[src/rtl/uart_rx_push.sv]
// UART 8N1 receiver that writes good bytes straight into a sync FIFO.
// Drops and flags bytes that arrive while the FIFO reports full.
module uart_rx_push #(
  parameter int DATA_WIDTH   = 8,
  parameter int CLKS_PER_BIT = 16
) (
  input  logic                  clk,
  input  logic                  rst,
  input  logic                  rxd,
  input  logic                  full,
  output logic                  push,
  output logic [DATA_WIDTH-1:0] din,
  output logic                  frame_err,
  output logic                  overflow,
  output logic                  busy
);

  localparam int CW = $clog2(CLKS_PER_BIT);
  localparam int BW = (DATA_WIDTH > 1) ? $clog2(DATA_WIDTH) : 1;

  localparam logic [CW-1:0] HALF_M1 = CW'(CLKS_PER_BIT / 2 - 1);
  localparam logic [CW-1:0] BIT_M1  = CW'(CLKS_PER_BIT - 1);
  localparam logic [BW-1:0] LAST    = BW'(DATA_WIDTH - 1);

  typedef enum logic [2:0] {
    IDLE,
    START,
    DATA,
    STOP,
    WAIT_HIGH
  } state_e;

  state_e                state_q;
  logic [1:0]            sync_q;
  logic [CW-1:0]         cnt_q;
  logic [BW-1:0]         bitcnt_q;
  logic [DATA_WIDTH-1:0] sh_q;
  logic [DATA_WIDTH-1:0] din_q;
  logic                  push_q;
  logic                  ferr_q;
  logic                  ovf_q;
  logic                  rxd_s;

  assign rxd_s = sync_q[1];

  always_ff @(posedge clk) begin
    if (rst) begin
      sync_q   <= 2'b11;
      state_q  <= IDLE;
      cnt_q    <= '0;
      bitcnt_q <= '0;
      sh_q     <= '0;
      din_q    <= '0;
      push_q   <= 1'b0;
      ferr_q   <= 1'b0;
      ovf_q    <= 1'b0;
    end else begin
      sync_q <= {sync_q[0], rxd};
      push_q <= 1'b0;
      ferr_q <= 1'b0;
      ovf_q  <= 1'b0;
      unique case (state_q)
        IDLE: begin
          if (!rxd_s) begin
            state_q <= START;
            cnt_q   <= '0;
          end
        end
        START: begin
          if (cnt_q == HALF_M1) begin
            cnt_q <= '0;
            if (!rxd_s) begin
              state_q  <= DATA;
              bitcnt_q <= '0;
            end else begin
              state_q <= IDLE;
            end
          end else begin
            cnt_q <= cnt_q + 1'b1;
          end
        end
        DATA: begin
          if (cnt_q == BIT_M1) begin
            cnt_q          <= '0;
            sh_q[bitcnt_q] <= rxd_s;
            if (bitcnt_q == LAST) begin
              state_q <= STOP;
            end else begin
              bitcnt_q <= bitcnt_q + 1'b1;
            end
          end else begin
            cnt_q <= cnt_q + 1'b1;
          end
        end
        STOP: begin
          if (cnt_q == BIT_M1) begin
            cnt_q <= '0;
            if (rxd_s) begin
              state_q <= IDLE;
              if (full) begin
                ovf_q <= 1'b1;
              end else begin
                push_q <= 1'b1;
                din_q  <= sh_q;
              end
            end else begin
              ferr_q  <= 1'b1;
              state_q <= WAIT_HIGH;
            end
          end else begin
            cnt_q <= cnt_q + 1'b1;
          end
        end
        WAIT_HIGH: begin
          // a held-low break must not look like a new start bit
          if (rxd_s) begin
            state_q <= IDLE;
          end
        end
        default: state_q <= IDLE;
      endcase
    end
  end

  assign push      = push_q;
  assign din       = din_q;
  assign frame_err = ferr_q;
  assign overflow  = ovf_q;
  assign busy      = (state_q != IDLE);

endmodule

[config.mk]
export PLATFORM = sky130hd
export DESIGN_NAME = uart_rx_push
export DESIGN_NICKNAME = d
export VERILOG_FILES = /design/src/rtl/uart_rx_push.sv
export SDC_FILE = /design/constraint.sdc
export NUM_CORES = 1
export LEC_CHECK = 0
export CAP_MARGIN = 10
export CORE_MARGIN = 3
export CORE_UTILIZATION = 31
export CTS_BUF_LIST = sky130_fd_sc_hd__clkbuf_4 sky130_fd_sc_hd__clkbuf_8
export CTS_CLUSTER_DIAMETER = 60
export CTS_CLUSTER_SIZE = 20
export DETAILED_ROUTE_END_ITERATION = 10
export GPL_ROUTABILITY_DRIVEN = 0
export GPL_TIMING_DRIVEN = 0
export HOLD_SLACK_MARGIN = 0.1
export PLACE_DENSITY = 0.49
export SLEW_MARGIN = 20
export SYNTH_ARGS = -nofsm -noshare
export SYNTH_HDL_FRONTEND = slang
export SYNTH_SLANG_ARGS = --single-unit
[constraint.sdc]
create_clock -name clk -period 3.9 [get_ports clk]
set_input_delay 0.78 -clock clk [delete_from_list [all_inputs] [get_ports clk]]
set_output_delay 0.78 -clock clk [all_outputs]
set_load 0.1 [all_outputs]
==> run_results.csv <==
group,metric,value,unit
run_status,status,"complete, no violations",
sta,tightest_slew,0.987,ns
power,p_per_area,378,nW/um^2
clock_network,clockBufferDepth,2,
critical_path,required,3.12,ns
critical_path,startpoint,"state_q[2]",
floorplanning,start_util,32.5,%
sta,fin_crit_sh,80.1,%
global_routing,first_global_vias,1091,
global_routing,grt_overflow,0,
floorplanning,rows,24,
route,dr.pass1.iters,4,
sta,fin_crit,3.12,ns
synth,async_flop_share,0,%
synth,syn_nets,160,
route,wl_per_cell,13.6,um
route,num_vias,1144,
cells_and_area,nets,182,
route,vias_per_cell,5.04,
sta,slew_viol_final,0,
synth,synth_ff_type,"dfxtp_1",
synth,yosys_register_bits,31,
synth,ys_types,43,
power,worst_ir_drop_vdd,123,uV
sta,rsz0062_at_grt,"false",
cells_and_area,layout-drive-gt1-share,10.9,%
sta,hold_ws,0.407,ns
sta,tns,0,ns
placement,port_buffers,15,
cells_and_area,design_area,1760,sq um
power,p_leak,0.667,nW
sta,finalHoldViolCount,0,
critical_path,timing.rr.end,"cnt_q[3]",
synth,ys_warn_count,0,
critical_path,endpoint,"busy",
critical_path,crit_path_start_kind,"flop",
critical_path,cpLargestDelayFamily,"buffers and inverters",
synth,synth_edf_count,0,
critical_path,cpMaxStageDelayCell,"clkdlybuf4s50_1",
critical_path,endpoint_kind,"output port",
clock_network,cts_root_buf,"clkbuf_8",
clock_network,clk_pin_slew_worst_paths,0.06,ns
floorplanning,ios,16,
cells_and_area,n_antenna_cell,0,
synth,avgSynthCellArea,9.37,sq um
route,first_iter_violations,92,
floorplanning,core-area,4410,sq um
critical_path,crit_type,"flop to output port",
worst_hold_path,hp-class,"flop to flop",
flow_run,drv_cap,0,
clock_network,cts-resized-gates,0,
critical_path,cp_num_buf_inv,2,
critical_path,path_depth,3,
route,ant_nets,0,
floorplanning,dieHeight,74.0,um
synth,synth-seq-area-share,43.3,%
critical_path,reg2reg_slack,1.95,ns
sta,slew_headroom,34.0,%
critical_path,slowest_delay,1.12,ns
critical_path,crit_arrival,2.34,ns
critical_path,crit_fanout,10,
floorplanning,die-area,5480,sq um
floorplanning,die_w,74.0,um
clock_network,numCtsBuffers,5,
global_routing,grt_pass1_wl,5080,um
global_routing,grt_max_degree,11,
clock_network,htreeDepth,2,
sta,fmax,0.320,GHz
global_routing,antenna_found_initial,0,
synth,synth.cell_area,1430,sq um
sta,setup_viol,0,
power,total_power,0.664,mW
critical_path,reg2regPathDepth,6,
clock_network,cts.sinks,31,
clock_network,cts_tree,"yes",
critical_path,crit_path_cell_trace,"clkbuf_1, or3_1, clkdlybuf4s50_1",
route,drt_wl_total,3100,um
clock_network,cts.hold.buffers_added,0,
clock_network,clk_latency,0.29,ns
placement,dpl-instance-area,1650,sq um
clock_network,post-cts-setup-buffer-count,0,
critical_path,rr_startpoint,"cnt_q[0]",
global_routing,grtUsageTotal,12.1,%
route,drc,0,
placement,hpwl,2100,um
synth,syn_inst,153,
cells_and_area,area.growth.synth_to_final,22.4,%
sta,skew,0.00176,ns
[worst min-delay path by stage]
stage | slack, ns | startpoint | end | cells after the start
CTS | 0.41 | sync_q[0] | sync_q[1] | 1
floorplan | 0.39 | sync_q[0] | sync_q[1] | 1
finish | 0.41 | sync_q[0] | sync_q[1] | 1
global placement | 0.39 | sync_q[0] | sync_q[1] | 1
detailed placement | 0.39 | sync_q[0] | sync_q[1] | 1
global route | 0.42 | sync_q[0] | sync_q[1] | 1
[cells in the mapped netlist (2+ instances only)]
library cell | number | share of area [%]
dfxtp_1 | 31 | 43
nor2_1 | 23 | 6.0
mux2i_1 | 18 | 13
clkbuf_1 | 8 | 2.1
a21oi_1 | 5 | 1.7
nand3_1 | 5 | 1.7
nand4b_1 | 5 | 3.1
nor3_1 | 5 | 1.7
o21ai_0 | 5 | 1.7
ha_1 | 3 | 2.6
inv_1 | 3 | 0.79
nand2_1 | 3 | 0.79
nand4_1 | 3 | 1.3
or2_2 | 3 | 1.3
or4_1 | 3 | 1.6
and3_1 | 2 | 0.87
buf_4 | 2 | 1.0
[state kept, by name, summed over array words and instances (netlist names)]
| signal | flops |
|---|---|
| bitcnt_q | 3 |
| cnt_q | 4 |
| din | 8 |
| frame_err | 1 |
| overflow | 1 |
| push | 1 |
| sh_q | 8 |
| state_q | 3 |
| sync_q | 2 |
[cell families after synthesis]
group	synth area share, %
compound gates	9.34
xor+xnor	1.22
fa+ha+maj	2.62
buf+inv	5.41
flops	43.3
mux	12.6
simple gates	25.6
[cell type report]
type,instances,area (sq um)
repair buffers,15,150
multi-input cells,106,736
flip-flops and latches,31,621
fillers,445,2660
well taps,52,65.1
clock inverters,1,30.0
inverters,3,11.3
clock buffers,6,76.3
plain buffers,13,66.3
[report_power, final]
part / total, mW / switching [mW] / leakage (nW) / internal, mW
Sequential: 0.320 / 0.00140 / 0.250 / 0.319
Combinational: 0.0301 / 0.0196 / 0.362 / 0.0105
Clock: 0.313 / 0.119 / 0.0547 / 0.194
Total: 0.664 / 0.140 / 0.667 / 0.523
[layer usage]
layer / share of wire, % / GRT usage (%) / up-vias
met5: 0 / 0 / -
li1: - / - / 593
met1: 51 / 17.1 / 525
met2: 42 / 16.9 / 20
met4: 1.8 / 4.83 / 0
met3: 4.7 / 4.19 / 6
[layout by cell type (no fill, tap or decap), types with 5 or more instances in the layout]
cell,Yosys,final
a21oi_1,5,5
clkbuf_1,8,8
clkbuf_8,0,5
clkdlybuf4s50_1,0,15
dfxtp_1,31,31
mux2i_1,18,18
nand3_1,5,5
nand4b_1,5,5
nor2_1,23,23
nor3_1,5,5
o21ai_0,5,5
[per-stage QoR]
stage	util, %	cells	setup slack (ns)
2_1_floorplan	-	153	1.74
3_3_place_gp	37.4	220	1.09
3_5_place_dp	37.4	220	1.09
4_1_cts	39.8	227	0.776
5_1_grt	39.8	227	0.636
6_report	39.8	227	0.776
Power figures use the tool's default switching activity.
